[config.mk]
export PLATFORM = sky130hd
export DESIGN_NAME = serial_subtractor
export DESIGN_NICKNAME = d
export VERILOG_FILES = /design/src/rtl/serial_subtractor.sv
export SDC_FILE = /design/constraint.sdc
export NUM_CORES = 1
export LEC_CHECK = 0
export CAP_MARGIN = 5
export CORE_ASPECT_RATIO = 0.8
export CORE_MARGIN = 10
export CORE_UTILIZATION = 35
export CTS_CLUSTER_DIAMETER = 120
export DETAILED_ROUTE_END_ITERATION = 8
export SLEW_MARGIN = 10
export SYNTH_ARGS = -nofsm -noshare
export SYNTH_HDL_FRONTEND = slang
export SYNTH_SLANG_ARGS = --single-unit
export TNS_END_PERCENT = 5
[constraint.sdc]
create_clock -name clk -period 1.46 [get_ports clk]
set_input_delay 0.292 -clock clk [delete_from_list [all_inputs] [get_ports clk]]
set_output_delay 0.292 -clock clk [all_outputs]
set_load 0.005 [all_outputs]
[src/rtl/serial_subtractor.sv]
// Bit-serial unsigned subtractor: diff = a - b - bi (mod 2^WIDTH), bo = borrow out.
// Operands and result move through valid/ready handshakes; one bit is processed per clock, LSB first.
module serial_subtractor #(
  parameter  int WIDTH = 8,
  localparam int CNT_W = $clog2(WIDTH + 1)
) (
  input  logic             clk,
  input  logic             rst,
  input  logic             in_valid,
  output logic             in_ready,
  input  logic [WIDTH-1:0] a,
  input  logic [WIDTH-1:0] b,
  input  logic             bi,
  output logic             out_valid,
  input  logic             out_ready,
  output logic [WIDTH-1:0] diff,
  output logic             bo
);

  typedef enum logic [1:0] {IDLE, SHIFT, DONE} state_t;

  state_t             state, next_state;
  logic [WIDTH-1:0]   a_sr, b_sr, diff_r;
  logic               borrow, bo_r;
  logic [CNT_W-1:0]   cnt;

  logic x, y, d, r_next, last_bit;

  // Full-subtractor cell applied to the current LSBs.
  assign x        = a_sr[0];
  assign y        = b_sr[0];
  assign d        = x ^ y ^ borrow;
  assign r_next   = (~x & y) | (~(x ^ y) & borrow);
  assign last_bit = (cnt == CNT_W'(WIDTH - 1));

  // NOTE: sequential state uses non-blocking assignments so every flop samples pre-edge values.
  always_ff @(posedge clk or posedge rst) begin
    if (rst) state <= IDLE;
    else     state <= next_state;
  end

  // NOTE: every output of this block gets a default first, so no path can infer a latch.
  always_comb begin
    next_state = state;
    in_ready   = 1'b0;
    out_valid  = 1'b0;
    unique case (state)
      IDLE: begin
        in_ready = 1'b1;
        if (in_valid) next_state = SHIFT;
      end
      SHIFT: begin
        if (last_bit) next_state = DONE;
      end
      DONE: begin
        out_valid = 1'b1;
        if (out_ready) next_state = IDLE;
      end
      default: next_state = IDLE;
    endcase
  end

  always_ff @(posedge clk or posedge rst) begin
    if (rst) begin
      a_sr   <= '0;
      b_sr   <= '0;
      diff_r <= '0;
      borrow <= 1'b0;
      bo_r   <= 1'b0;
      cnt    <= '0;
    end else begin
      unique case (state)
        IDLE: begin
          if (in_valid) begin
            a_sr   <= a;
            b_sr   <= b;
            borrow <= bi;
            cnt    <= '0;
          end
        end
        SHIFT: begin
          diff_r <= {d, diff_r[WIDTH-1:1]};
          a_sr   <= a_sr >> 1;
          b_sr   <= b_sr >> 1;
          borrow <= r_next;
          cnt    <= cnt + CNT_W'(1);
          // bo only moves on the final bit so it keeps the last result while idle.
          if (last_bit) bo_r <= r_next;
        end
        default: ;
      endcase
    end
  end

  assign diff = diff_r;
  assign bo   = bo_r;

endmodule

Word level (Yosys, flattened, before mapping)
Cells that the tools add are included.
{ "word_totals": {"rom_bits": 0, "ff_bits": 32, "output_inout_bits": 11, "inputBits": 21, "n_memories": 0, "ramBits": 0, "latch_bits": 0} }
{ "classes": {"shifts": 0, "n_addsub": 1, "div_mod_pow": 0, "mux": 14, "n_bitwise": 7, "mul": 0, "order_cmp": 0, "n_eq_ne": 6, "n_reduce_logical": 5} }
{ "op_table": {"columns": ["operator", "n"], "rows": [
  ["$pmux W8 S2", 2],
  ["$mux W8", 2],
  ["$pmux W4 S2", 1],
  ["$mux W2", 3],
  ["$ne A2 B2 Y1 const B", 3],
  ["$pmux W2 S3", 1],
  ["$add A4 B1 Y4 const B", 1],
  ["$eq A4 B3 Y1 const B", 1],
  ["$mux W4", 1],
  ["$reduce_and A2 Y1", 2],
  ["$mux W1", 3],
  ["$reduce_and A3 Y1", 1],
  ["$and A1 B1 Y1", 2],
  ["$eq A2 B1 Y1 const B", 1],
  ["$eq A2 B2 Y1 const B", 1],
  ["$logic_not A2 Y1", 1],
  ["$not A1 Y1", 2],
  ["$pmux W1 S2", 1],
  ["$reduce_bool A2 Y1", 1],
  ["$xor A1 B1 Y1", 2],
  ["$or A1 B1 Y1", 1]
]} }

Logic depth before layout (Yosys ltp)
{ "depth": {"depth_word": 5, "ltp_mapped": 5, "ltp_nobuf": 5} }

Worst setup path before layout
OpenSTA, ideal clock, no wires.
{ "synth_path": {"path_kind": "flip-flop to flip-flop", "start": "reg a_sr[0]", "end": "reg diff_r[7] (netlist: diff[7])", "setup_time_ns": 0.127, "synth_period_minus_slack_ns": 1.243, "setup_slack_ns": 0.217, "arrival_time_ns": 1.115, "path_stages_with_launch": 3, "cell_sequence": "dfrtp_1 -> fa_1 -> mux2_1"} }
{ "synth_via": {"elab_chain_cells": 2} }
{ "synth_rtl": {"columns": ["item", "line_no", "text"], "rows": [
  ["start: declaration", "23", "logic [WIDTH-1:0] a_sr, b_sr, diff_r;"],
  ["start signal: assignment", "83", "a_sr <= a_sr >> 1;"],
  ["$xor A1 B1 Y1 (2 in a row)", "32", "assign d = x ^ y ^ borrow;"],
  ["via d", "27", "logic x, y, d, r_next, last_bit;"],
  ["end signal: assignment", "82", "diff_r <= {d, diff_r[WIDTH-1:1]};"],
  ["end: declaration", "23", null]
]} }
The timed path passes the listed nets, and every way through them passes these cells.
A chain may end at the register's enable or synchronous reset.

Worst setup path after layout
{ "layout_path": {"start": "reg state[1]", "end": "out out_valid"} }
{ "layout_via": {"elab_chain_cells": 2} }
{ "layout_rtl": {"columns": ["item", "line_no", "text"], "rows": [
  ["start: declaration", "22", "state_t state, next_state;"],
  ["start signal: assignment", "39", "else state <= next_state;"],
  ["$eq A2 B2 Y1", "47", "unique case (state)"],
  ["$mux W1", "47", null],
  ["end: declaration", "14", "output logic out_valid,"]
]} }
Every way passes these cells.

==> results.json <==
{
  "status": "completed",
  "ff2ff_path_depth": 5,
  "dp_hpwl_um": 2390,
  "drv_cap": 0,
  "place_ws_ns": -0.212,
  "worst_setup_path_start_kind": "register",
  "cts_root_buffer": "clkbuf_8",
  "initial_core_util": 0.364,
  "detail-route-antenna-nets": 0,
  "rsz0062_at_grt": "yes",
  "antenna_found_initial": 0,
  "clk_pin_slew_ns": 0.06,
  "worstMarginPinSlew_ns": 0.196,
  "wl_per_cell_um": 14.9,
  "cts_tree": "yes",
  "cp-end-kind": "output pin",
  "max_freq_ghz": 0.709,
  "netlist_top_cells_area": "dfrtp_1, a22oi_1, mux2_2, o21ai_0, nand2_1",
  "finalWorstSetupSlack_ns": 0.0499,
  "grt_start_max_net_pins": 33,
  "die_w_um": 90.3,
  "firstDrtPassIters": 4,
  "hold_viol": 0,
  "synth-seq-area-share": 0.579,
  "vias_per_cell": 4.97,
  "required_ns": 1.17,
  "syn_area_per_cell_um2": 11.4,
  "syn_area_um2": 1380,
  "p_per_area_nw_per_um2": 1820,
  "wirelength_um": 3220,
  "worstReg2RegStart": "state[1]",
  "worstSetupPathType": "reg2out",
  "crit_fanout": 3,
  "period_share": 0.966,
  "grt_usage": 0.0980,
  "yosys_register_bits": 32,
  "cts_sinks": 32,
  "die_area_um2": 6880,
  "grt_pass1_wl_um": 5590,
  "finalNetCount": 186,
  "area.growth.synth_to_final_pct": 42.5,
  "port_buffers": 31,
  "endpoint": "out_valid",
  "grt_pass1_vias": 1212,
  "relSlewSlack": 0.869,
  "rrSetupSlack_ns": 0.06,
  "num_antenna_cells": 0,
  "report.final.slew_viol_count": 0,
  "min-delay-path-class": "in2async",
  "yosysWarnings": 0,
  "die_h_um": 76.2,
  "peakVddDrop_uv": 686,
  "drive_above_1_share": 0.199,
  "startpoint": "state[1]",
  "synth_common_cells": "dfrtp_1, a22oi_1, nand2_1",
  "overflow": 0,
  "clock_latency_ns": 0.28,
  "gp_congestion": 0.800,
  "num_vias": 1074,
  "p_leak_nw": 0.940,
  "yosysTopAreaCell": "dfrtp_1",
  "synth.top_cell.area_share": 0.579,
  "synth_fp_nets": 144,
  "finClkSkew_ns": 0.00497,
  "synth_ff_type": "dfrtp_1",
  "numCtsBuffers": 5,
  "h-tree-depth": 2,
  "drc": 0,
  "final_cells": 216,
  "dp.cells": 210,
  "io_pins": 32,
  "setup_viol": 0,
  "syn-instance-count": 121,
  "synth-edff-count": 0,
  "initialDrtViolationCount": 49,
  "row_count": 20,
  "setup_tns_ns": 0,
  "core-area_um2": 3800,
  "synthArstFlopShare": 1.00,
  "r2r_end": "diff[5]",
  "min_period_ns": 1.41,
  "synth_cell_types": 26,
  "yosysMostFrequentCell": "dfrtp_1",
  "cp.arrival_ns": 1.12,
  "clock_path_buffers": 2
}
per-stage QoR:
stage / area (µm²) / utilization / total power, W / hold WS, ns
after floorplan: 1380 / - / 0.00230 / 0.408
after global placement: 1830 / 0.482 / 0.00291 / 0.462
after detailed placement: 1830 / 0.482 / 0.00298 / 0.471
after CTS: 1910 / 0.503 / 0.00359 / 0.378
after global routing: 1970 / 0.518 / 0.00386 / 0.387
final: 1970 / 0.518 / 0.00358 / 0.373
per-layer routing:
metal | wire length, µm | track usage
met1 | 1390 | 0.106
met2 | 1500 | 0.158
met3 | 277 | 0.0512
met4 | 56 | 0.0413
met5 | 0 | 0
worst min-delay path by stage:
| stage | cells after the start | end | slack (ns) | from |
|---|---|---|---|---|
| floorplan | 1 | a_sr[0] | 0.41 | rst |
| global placement | 2 | b_sr[3] | 0.46 | b_sr[3] |
| detailed placement | 2 | b_sr[4] | 0.47 | b_sr[4] |
| CTS | 3 | diff[3] | 0.38 | rst |
| global route | 3 | cnt[3] | 0.39 | rst |
| finish | 3 | b_sr[2] | 0.37 | rst |
what timing repair did:
action,4_1_cts,5_1_grt
pin swaps,0,0
hold endpoints to repair,0,0
hold buffers,0,0
setup endpoints to repair,18,38
buffers inserted,1,0
gates resized for setup,5,20
critical path, stage by stage, from the launching register on:
cell           delay (ns)
dfrtp_1              0.41
nor2b_2              0.17
dlygate4sd2_1        0.26
sequential cells by signal (all words and copies together) (netlist names):
register,count
cnt,4
b_sr,8
state,2
bo,1
diff,8
borrow,1
a_sr,8
power by group:
| group | internal [W] | switching (W) |
|---|---|---|
| Sequential | 0.00126 | 0.000243 |
| Clock | 0.000306 | 0.000287 |
| Combinational | 0.000885 | 0.000597 |
kinds of logic (layout without fill, tap and decap cells):
group,Yosys count,count (layout),synth area share
AOI/OAI and AO/OA,41,41,0.197
DFF,32,32,0.579
and+or+nand+nor,22,22,0.0741
buffers and inverters,14,54,0.0461
muxes,10,10,0.0805
adders and majority gates,2,2,0.0235
cell type report:
class | count | area (µm²)
multi-input combinational | 75 | 553
tap | 55 | 68.8
timing repair buffer | 44 | 460
inverter | 5 | 18.8
clock buffer | 5 | 68.8
fill | 346 | 1830
sequential | 32 | 802
layout by cell type, fill, tap and decap left out, types with 2 or more instances in the layout:
cell type        count
a21oi_1              3
a22o_1               3
a22oi_1             14
a31oi_1              2
a32o_1               2
buf_12               2
buf_4                9
buf_6                2
clkbuf_8             5
clkdlybuf4s50_1     20
dfrtp_1             31
dlygate4sd2_1        2
dlymetal6s2s_1       9
inv_1                5
mux2_2               6
mux2_4               2
nand2_1             14
o21ai_0             12
o22ai_1              2
No activity file was read; power rests on OpenSTA's default activity.
